File: config.mk
export PLATFORM = sky130hd
export DESIGN_NAME = ccd_blob_tracker
export DESIGN_NICKNAME = d
export VERILOG_FILES = /design/src/rtl/ccd_blob_tracker_pkg.sv /design/src/rtl/ccd_raster_counter.sv /design/src/rtl/ccd_blob_tracker.sv
export SDC_FILE = /design/constraint.sdc
export NUM_CORES = 1
export LEC_CHECK = 0
export BUFFER_PORTS_ARGS = -buffer_cell sky130_fd_sc_hd__buf_4
export CORE_ASPECT_RATIO = 1.1
export CORE_MARGIN = 10
export CORE_UTILIZATION = 58
export DETAILED_ROUTE_END_ITERATION = 10
export PLACE_DENSITY = 0.81
export SLEW_MARGIN = 20
export SYNTH_ARGS = -nofsm -noshare
export SYNTH_HDL_FRONTEND = slang
export SYNTH_HIERARCHICAL = 1
export SYNTH_SLANG_ARGS = --single-unit
File: constraint.sdc
create_clock -name iCLK -period 4.8 [get_ports iCLK]
set_input_delay 0.96 -clock iCLK [delete_from_list [all_inputs] [get_ports iCLK]]
set_output_delay 0.96 -clock iCLK [all_outputs]
set_load 0.01 [all_outputs]
File: src/rtl/ccd_blob_tracker_pkg.sv
// Shared widths, FSM encoding and helpers for the CCD colour-blob tracker.
package ccd_track_pkg;

  localparam int COORD_W = 11;
  localparam int COUNT_W = 19;
  localparam logic [COORD_W-1:0] COORD_MIN_INIT = 11'd2047;

  typedef enum logic [1:0] {
    IDLE    = 2'd0,
    ACCUM   = 2'd1,
    RESOLVE = 2'd2
  } state_t;

  // Midpoint of two coordinates; the sum is carried one bit wider before the halving.
  function automatic logic [COORD_W-1:0] mid_point(input logic [COORD_W-1:0] a,
                                                   input logic [COORD_W-1:0] b);
    logic [COORD_W:0] sum;
    sum = {1'b0, a} + {1'b0, b};
    return sum[COORD_W:1];
  endfunction

  function automatic logic [COORD_W-1:0] span(input logic [COORD_W-1:0] lo,
                                              input logic [COORD_W-1:0] hi);
    return hi - lo + COORD_W'(1);
  endfunction

endpackage

File: src/rtl/ccd_raster_counter.sv
// Raster position of the pixel currently on the bus; a clear restarts at (0,0) in the same cycle.
module ccd_raster_counter
  import ccd_track_pkg::*;
#(
  parameter int H_ACTIVE = 640,
  parameter int V_ACTIVE = 512
) (
  input  logic               clk_i,
  input  logic               rst_i,
  input  logic               clear_i,
  input  logic               advance_i,
  output logic [COORD_W-1:0] x_o,
  output logic [COORD_W-1:0] y_o,
  output logic               in_frame_o
);

  logic [COORD_W-1:0] x_q, x_d;
  logic [COORD_W-1:0] y_q, y_d;

  assign x_o        = clear_i ? '0 : x_q;
  assign y_o        = clear_i ? '0 : y_q;
  assign in_frame_o = (y_o < COORD_W'(V_ACTIVE));

  // Counting stops once past the last line so y cannot wrap back into the frame.
  always_comb begin
    x_d = x_o;
    y_d = y_o;
    if (advance_i && in_frame_o) begin
      if (x_o == COORD_W'(H_ACTIVE - 1)) begin
        x_d = '0;
        y_d = y_o + COORD_W'(1);
      end else begin
        x_d = x_o + COORD_W'(1);
      end
    end
  end

  always_ff @(posedge clk_i) begin
    if (rst_i) begin
      x_q <= '0;
      y_q <= '0;
    end else begin
      x_q <= x_d;
      y_q <= y_d;
    end
  end

endmodule

File: src/rtl/ccd_blob_tracker.sv
// Per-frame colour-blob tracker: thresholds each pixel, accumulates a bounding box
// and match count, and publishes centre/size/count when the frame ends.
module ccd_blob_tracker
  import ccd_track_pkg::*;
#(
  parameter int H_ACTIVE  = 640,
  parameter int V_ACTIVE  = 512,
  parameter int MIN_COUNT = 64
) (
  input  logic               iCLK,
  input  logic               iRST,
  input  logic [9:0]         iR,
  input  logic [9:0]         iG,
  input  logic [9:0]         iB,
  input  logic               iDVAL,
  input  logic               iFVAL,
  input  logic [9:0]         iR_MIN,
  input  logic [9:0]         iG_MAX,
  input  logic [9:0]         iB_MAX,
  output logic [COORD_W-1:0] oX_CENTER,
  output logic [COORD_W-1:0] oY_CENTER,
  output logic [COORD_W-1:0] oWIDTH,
  output logic [COORD_W-1:0] oHEIGHT,
  output logic [COUNT_W-1:0] oCOUNT,
  output logic               oFOUND,
  output logic               oDONE,
  output logic [31:0]        oHEX
);

  state_t             state_q, state_d;
  logic               fval_q;
  logic               fval_rise, fval_fall, start, resolve, found_now;
  logic               pix_vld, hit, match, in_frame;
  logic [COORD_W-1:0] x_cur, y_cur;
  logic [9:0]         r_min_q, g_max_q, b_max_q;
  logic [9:0]         r_min_eff, g_max_eff, b_max_eff;
  logic [COUNT_W-1:0] count_q, count_d;
  logic [COORD_W-1:0] min_x_q, min_x_d, max_x_q, max_x_d;
  logic [COORD_W-1:0] min_y_q, min_y_d, max_y_q, max_y_d;
  logic [COORD_W-1:0] x_center_q, y_center_q, width_q, height_q;
  logic [COUNT_W-1:0] count_out_q;
  logic               found_q, done_q;

  assign fval_rise = iFVAL & ~fval_q;
  assign fval_fall = ~iFVAL & fval_q;
  assign start     = (state_q == IDLE) && fval_rise;
  assign resolve   = (state_q == RESOLVE);
  assign found_now = (count_q >= COUNT_W'(MIN_COUNT));

  always_comb begin
    state_d = state_q;
    case (state_q)
      IDLE:    if (fval_rise) state_d = ACCUM;
      ACCUM:   if (fval_fall) state_d = RESOLVE;
      RESOLVE: state_d = IDLE;
      default: state_d = IDLE;
    endcase
  end

  // On the frame-start cycle the live thresholds are used directly so pixel (0,0) sees them.
  assign r_min_eff = start ? iR_MIN : r_min_q;
  assign g_max_eff = start ? iG_MAX : g_max_q;
  assign b_max_eff = start ? iB_MAX : b_max_q;
  assign match     = (iR >= r_min_eff) && (iG <= g_max_eff) && (iB <= b_max_eff);
  assign pix_vld   = (start || (state_q == ACCUM)) && iDVAL && iFVAL;
  assign hit       = pix_vld && in_frame && match;

  ccd_raster_counter #(
    .H_ACTIVE (H_ACTIVE),
    .V_ACTIVE (V_ACTIVE)
  ) u_raster (
    .clk_i      (iCLK),
    .rst_i      (iRST),
    .clear_i    (start),
    .advance_i  (pix_vld),
    .x_o        (x_cur),
    .y_o        (y_cur),
    .in_frame_o (in_frame)
  );

  always_comb begin
    count_d = start ? '0 : count_q;
    min_x_d = start ? COORD_MIN_INIT : min_x_q;
    min_y_d = start ? COORD_MIN_INIT : min_y_q;
    max_x_d = start ? '0 : max_x_q;
    max_y_d = start ? '0 : max_y_q;
    if (hit) begin
      count_d = count_d + COUNT_W'(1);
      if (x_cur < min_x_d) min_x_d = x_cur;
      if (y_cur < min_y_d) min_y_d = y_cur;
      if (x_cur > max_x_d) max_x_d = x_cur;
      if (y_cur > max_y_d) max_y_d = y_cur;
    end
  end

  // fval_q resets high so a frame already in progress at reset never looks like a new start.
  always_ff @(posedge iCLK) begin
    if (iRST) begin
      state_q <= IDLE;
      fval_q  <= 1'b1;
      r_min_q <= '0;
      g_max_q <= '0;
      b_max_q <= '0;
      count_q <= '0;
      min_x_q <= COORD_MIN_INIT;
      min_y_q <= COORD_MIN_INIT;
      max_x_q <= '0;
      max_y_q <= '0;
    end else begin
      state_q <= state_d;
      fval_q  <= iFVAL;
      if (start) begin
        r_min_q <= iR_MIN;
        g_max_q <= iG_MAX;
        b_max_q <= iB_MAX;
      end
      count_q <= count_d;
      min_x_q <= min_x_d;
      min_y_q <= min_y_d;
      max_x_q <= max_x_d;
      max_y_q <= max_y_d;
    end
  end

  // Centre and size only move on a found frame; count/found/done always update.
  always_ff @(posedge iCLK) begin
    if (iRST) begin
      x_center_q  <= '0;
      y_center_q  <= '0;
      width_q     <= '0;
      height_q    <= '0;
      count_out_q <= '0;
      found_q     <= 1'b0;
      done_q      <= 1'b0;
    end else begin
      done_q <= resolve;
      if (resolve) begin
        count_out_q <= count_q;
        found_q     <= found_now;
        if (found_now) begin
          x_center_q <= mid_point(min_x_q, max_x_q);
          y_center_q <= mid_point(min_y_q, max_y_q);
          width_q    <= span(min_x_q, max_x_q);
          height_q   <= span(min_y_q, max_y_q);
        end
      end
    end
  end

  assign oX_CENTER = x_center_q;
  assign oY_CENTER = y_center_q;
  assign oWIDTH    = width_q;
  assign oHEIGHT   = height_q;
  assign oCOUNT    = count_out_q;
  assign oFOUND    = found_q;
  assign oDONE     = done_q;
  assign oHEX      = {1'b0, x_center_q, 1'b0, y_center_q, 8'h00};

endmodule

---- After elaboration in Yosys (flattened, before gate mapping) ----
Index checks and enable logic that the tools add are counted.
operators by class
  add/subtract/negate cells ............... 9
  eq/ne operators ......................... 5
  reduce and logical (&&, ||, !) cells .... 11
  bitwise gates (word level) .............. 4
  order comparisons ....................... 9
  multiplexer cells ....................... 26
operator list
  kind                   number
  $mux 11                18
  $add 11x1->11 const B  4
  $mux 19                2
  $mux 10                3
  $add 11x11->12         2
  $gt 11x11->1           2
  $lt 11x11->1           2
  $sub 11x11->11         2
  $le 10x10->1           2
  $add 19x1->19 const B  1
  $ge 19x7->1 const B    1
  $eq 11x10->1 const B   1
  $lt 11x10->1 const B   1
  $ge 10x10->1           1
  $logic_and 1x1->1      7
  $mux 2                 2
  $ne 2x2->1 const B     2
  $pmux 2 s2             1
  $reduce_and 2->1       2
  $and 1x1->1            2
  $eq 2x1->1 const B     1
  $eq 2x2->1 const B     1
  $logic_not 2->1        1
  $not 1->1              2
  $logic_or 1x1->1       1
word-level totals
  register bits ........................... 183
  logic and storage cells ................. 83
  input port bits ......................... 64
  output and inout bits ................... 97

---- Longest topological paths before layout ----
  depth in word-level cells ............... 9
  gate-level depth with buffers ........... 18
  mapped depth without buffers ............ 13

---- Modules after synthesis ----
Netlist, hierarchy kept.
by module, submodules not included
  module              times used  area an instance (sq um)  cells each  seq. area each (sq um)
  ccd_blob_tracker    1           10087.2                   1214        3223.1
  ccd_raster_counter  1           1212.4                    148         440.4

---- Least setup slack after synthesis ----
Ideal clock, no wire load.
  kind .................................... input to register
  start ................................... input iFVAL
  end ..................................... register count_q[10]
  data required time ...................... 4668 ps
  arrival time ............................ 4203 ps
  library setup time ...................... 132 ps
  buffers on the path ..................... 4
  setup slack ............................. 465 ps
  stages .................................. 15
  cell sequence ........................... nand3_1 -> clkinv_1 -> buf_1 -> buf_2 -> mux2i_1 -> ha_1 -> a21oi_2 -> o21ai_2 -> a2111oi_4 -> o211ai_4 -> or3_4 -> buf_6 -> buf_2 -> o41ai_1 -> a21oi_1
on the way
  longest elaborated chain between the ends .. 8
  elaborated cells between the ends (all ways) .. 20
  those cells by class .................... 1 x add/sub; 4 x order compare; 6 x mux; 1 x bitwise; 8 x reduce/logical
RTL lines
  element                                             RTL line                                        text
  start: declaration                                  ccd_blob_tracker.sv:16                          input logic iFVAL,
  $and 1x1->1                                         ccd_blob_tracker.sv:44                          assign fval_rise = iFVAL & ~fval_q;
  $logic_and 1x1->1                                   ccd_blob_tracker.sv:46                          assign start = (state_q == IDLE) && fval_rise;
  $mux 10 / $logic_or 1x1->1 (equally long branches)  --
  $ge 10x10->1 (tied with other cells)                ccd_blob_tracker.sv:64                          assign match = (iR >= r_min_eff) && (iG <= g_max_eff) && (iB <= b_max_eff);
  $logic_and 1x1->1 (on tied branches)                ccd_blob_tracker.sv:64, ccd_blob_tracker.sv:65
  $logic_and 1x1->1 (on tied branches)                ccd_blob_tracker.sv:64, ccd_blob_tracker.sv:66
  $logic_and 1x1->1                                   ccd_blob_tracker.sv:66                          assign hit = pix_vld && in_frame && match;
  $mux 19 (*)                                         ccd_blob_tracker.sv:87                          if (hit) begin
  end signal: assignment                              ccd_blob_tracker.sv:117                         count_q <= count_d;
  end: declaration                                    ccd_blob_tracker.sv:37                          logic [COUNT_W-1:0] count_q, count_d;
Every way passes the cells marked *; elsewhere a longest branch is shown, timed or not.
A chain may end at the register's enable or synchronous reset.

---- Worst setup path in the final report ----
  start ................................... input iFVAL
  end ..................................... register min_x_q[8]
on the way
  longest elaborated chain between the ends .. 8
  elaborated cells between the ends (all ways) .. 22
  those cells by class .................... 5 x order compare; 8 x mux; 1 x bitwise; 8 x reduce/logical
RTL lines
  element                                             RTL line                                        text
  $and 1x1->1                                         ccd_blob_tracker.sv:44
  $logic_and 1x1->1                                   ccd_blob_tracker.sv:46
  $mux 10 / $logic_or 1x1->1 (equally long branches)  --
  $ge 10x10->1 (tied with other cells)                ccd_blob_tracker.sv:64
  $logic_and 1x1->1 (on tied branches)                ccd_blob_tracker.sv:64, ccd_blob_tracker.sv:65
  $logic_and 1x1->1 (on tied branches)                ccd_blob_tracker.sv:64, ccd_blob_tracker.sv:66
  $logic_and 1x1->1                                   ccd_blob_tracker.sv:66
  $mux 11 (*)                                         ccd_blob_tracker.sv:87
  end signal: assignment                              ccd_blob_tracker.sv:118                         min_x_q <= min_x_d;
  end: declaration                                    ccd_blob_tracker.sv:38                          logic [COORD_W-1:0] min_x_q, min_x_d, max_x_q, max_x_d;
Marks and branches as above.

==> impl_metrics.env <==
export IMPL_yosysTopAreaCell="dfxtp_1"
export IMPL_path_class="in2reg"
export IMPL_endpoint="min_x_q[8]$_SDFF_PP1_"
export IMPL_cts_sinks=183
export IMPL_syn_cell_area_sq_um=11300
export IMPL_postCtsSetupBuffers=0
export IMPL_grt_pass1_vias=9610
export IMPL_clockBufferDepth=2
export IMPL_synth_edff_count=0
export IMPL_grt_antenna_before_repair=0
export IMPL_dieWidth_microns=153
export IMPL_synth_area_leaders="dfxtp_1 32%, ha_1 15%, nor2_1 5.3%, a21oi_1 4.8%, mux2i_1 4.7%"
export IMPL_cts_inserted_buffers=17
export IMPL_core_area_sq_um=19200
export IMPL_cp_end_kind="register"
export IMPL_synth_ff_type="dfxtp_1"
export IMPL_start_util=0.590
export IMPL_cp_num_buf_inv=4
export IMPL_power_uw=3270
export IMPL_vias=9809
export IMPL_setup_viol=0
export IMPL_cpPeakStageDelay_ns=0.55
export IMPL_ys_ff_latch=183
export IMPL_placed_cells=1689
export IMPL_path_depth=14
export IMPL_io_pin_count=161
export IMPL_postSynth_asyncResetShare=0
export IMPL_port_buffers=150
export IMPL_cpMostUsedCell="buf_4"
export IMPL_start_kind="input port"
export IMPL_synth_distinct_cells=67
export IMPL_skew_ns=0.00973
export IMPL_hold_path_class="reg2reg"
export IMPL_outcome="complete, no violations"
export IMPL_crit_chain="buf_4 -> nand3_1 -> inv_2 -> buf_4 -> mux2i_1 -> ha_1 -> nand2_1 -> o21ai_0 -> nor3_1 -> a21oi_1 -> or3_4 -> nor3_2 -> buf_4 -> mux2i_1"
export IMPL_hold_viol=0
export IMPL_slew_limit_headroom=0.348
export IMPL_clk_latency_ns=0.44
export IMPL_leakage_uw=0.00580
export IMPL_layout_drive_gt1_share=0.156
export IMPL_path_max_fanout=21
export IMPL_cts_root_buf="clkbuf_16"
export IMPL_nNetsFinal=1664
export IMPL_r2r_start="state_q[1]$_SDFFE_PP0P_"
export IMPL_antenna_cells=0
export IMPL_final_cell_mix="183 x dfxtp_1, 169 x buf_4, 159 x nor2_1"
export IMPL_synth_top_family_by_area="simple AND/OR/NAND/NOR gates"
export IMPL_holdBufCountCts=0
export IMPL_synth_compound_area_frac=0.154
export IMPL_synthAdderAreaFrac=0.157
export IMPL_gp_congestion=0.883
export IMPL_routed_wl_microns=27500
export IMPL_muxShareOfSynthArea=0.0479
export IMPL_maxSlewViolCount=0
export IMPL_dr_pass1_iters=5
export IMPL_drtAntennaViolNets=0
export IMPL_min_period_ns=4.01
export IMPL_syn_to_final_growth_pct=15.4
export IMPL_cts_resized=0
export IMPL_cp_data_arrival_time_ns=4.35
export IMPL_rsz0062_at_grt="no"
export IMPL_cts_tree="yes"
export IMPL_syn_inst=1362
export IMPL_fin_util=0.681
export IMPL_power_density_nw_per_um2=251
export IMPL_final_cells=1721
export IMPL_yosysWarningCount=6
export IMPL_num_rows=53
export IMPL_setup_tns_ns=0
export IMPL_rrSetupSlack_ns=0.91
export IMPL_layout_commonest_cell="dfxtp_1"
export IMPL_grt_max_degree=95
export IMPL_worst_pin_slew_ns=0.978
export IMPL_fp_dieArea_sq_um=25500
export IMPL_crit_family="simple AND/OR/NAND/NOR gates"
export IMPL_cpMaxStageDelayCell="or3_4"
export IMPL_htree_levels=4
export IMPL_grt_pass1_wl_microns=46000
export IMPL_synth_xor_area_frac=0.0302
export IMPL_max_cap_viol_count=0
export IMPL_post_route_drc_count=0
export IMPL_die_y_microns=166
export IMPL_crit_start="iFVAL"
export IMPL_worstReg2RegEnd="min_x_q[8]$_SDFF_PP1_"
export IMPL_crit_required_ns=5.15
export IMPL_syn_area_per_cell_sq_um=8.30
export IMPL_yosysSeqAreaShare=0.324
export IMPL_min_period_over_period=0.835
export IMPL_max_freq_ghz=0.250
export IMPL_avgRoutedWirePerCell_microns=16.0
export IMPL_rr_worst_depth=14
export IMPL_dp_final_hpwl_microns=20400
export IMPL_viasPerCell=5.70
export IMPL_drt_iter0_drc=598
export IMPL_synth_top_area_frac=0.324
export IMPL_clk_pin_slew_worst_paths_ns=0.07
export IMPL_grtUsageTotal=0.209
export IMPL_overflow=0
export IMPL_fill_cells=1531
export IMPL_synth_simple_area_share=0.217
export IMPL_peakVddDrop_v=0.000262
-- worst min-delay path by stage --
stage	slack [ns]	depth (start not counted)	startpoint	end
finish	0.45	2	oCOUNT[10]$_SDFFE_PP0P_	oCOUNT[10]$_SDFFE_PP0P_
global route	0.48	2	oHEIGHT[5]$_SDFFE_PP0P_	oHEIGHT[5]$_SDFFE_PP0P_
CTS	0.46	2	oWIDTH[5]$_SDFFE_PP0P_	oWIDTH[5]$_SDFFE_PP0P_
detailed placement	0.45	2	oWIDTH[3]$_SDFFE_PP0P_	oWIDTH[3]$_SDFFE_PP0P_
global placement	0.44	2	oWIDTH[8]$_SDFFE_PP0P_	oWIDTH[8]$_SDFFE_PP0P_
floorplan	0.42	2	fval_q$_SDFF_PP1_	state_q[1]$_SDFFE_PP0P_
-- per-stage QoR --
stage               cell area (sq um)  worst slack (ns)  hold slack [ns]
floorplan                       11300             0.465            0.424
global placement                12400             0.509            0.438
detailed placement              12400             0.424            0.447
CTS                             13000             0.835            0.457
global route                    13000             0.597            0.477
finish                          13000             0.794            0.455
-- cells by family (layout without fill, tap and decap cells) --
group	Yosys count	in the layout
and+or+nand+nor	510	510
AOI/OAI and AO/OA	268	268
DFF	183	183
buffers and inverters	168	271
adders and majority gates	139	139
muxes	54	54
xor gates and xnor gates	39	39
other	1	10
-- cells in the mapped netlist (all sizes together), types with 26 or more instances --
cell	instances
nand2	140
nand4	26
inv	68
mux2i	53
ha	135
dfxtp	183
nand3	42
xnor2	33
clkbuf	44
o21ai	38
a211oi	34
nor2b	35
buf	55
a21oi	110
nor2	159
-- worst register-to-register path, cell delays in order, from the launching register on --
cell and delay, ns:
dfxtp_1 0.38, nor2_1 0.12, nand3_1 0.11, inv_2 0.44, buf_4 0.37, mux2i_1 0.26, ha_1 0.27, nand2_1 0.09
o21ai_0 0.08, nor3_1 0.21, a21oi_1 0.21, or3_4 0.55, nor3_2 0.21, buf_4 0.24, mux2i_1 0.25
-- area by class of cell --
type | instances | area [sq um] | area share
Clock inverter | 14 | 185 | 0.0142
Multi-Input combinational cell | 1020 | 6900 | 0.529
Tap cell | 247 | 309 | 0.0237
Sequential cell | 183 | 3660 | 0.281
Timing Repair Buffer | 170 | 1290 | 0.0988
Inverter | 69 | 259 | 0.0199
Clock buffer | 18 | 439 | 0.0337
-- power breakdown --
group / switching (uW) / internal, uW
Sequential: 6.38 / 1530
Clock: 652 / 849
Combinational: 138 / 95.6
Total: 797 / 2470
-- layer usage --
layer  up-vias  global-route usage  share of wire
met5         -                   0              0
met4         0              0.0780          0.021
met3        47              0.0559          0.077
met2       325               0.330           0.45
met1      4518               0.265           0.45
li1       4919                   -              -
Note: power is estimated with default switching activity, not from simulation.
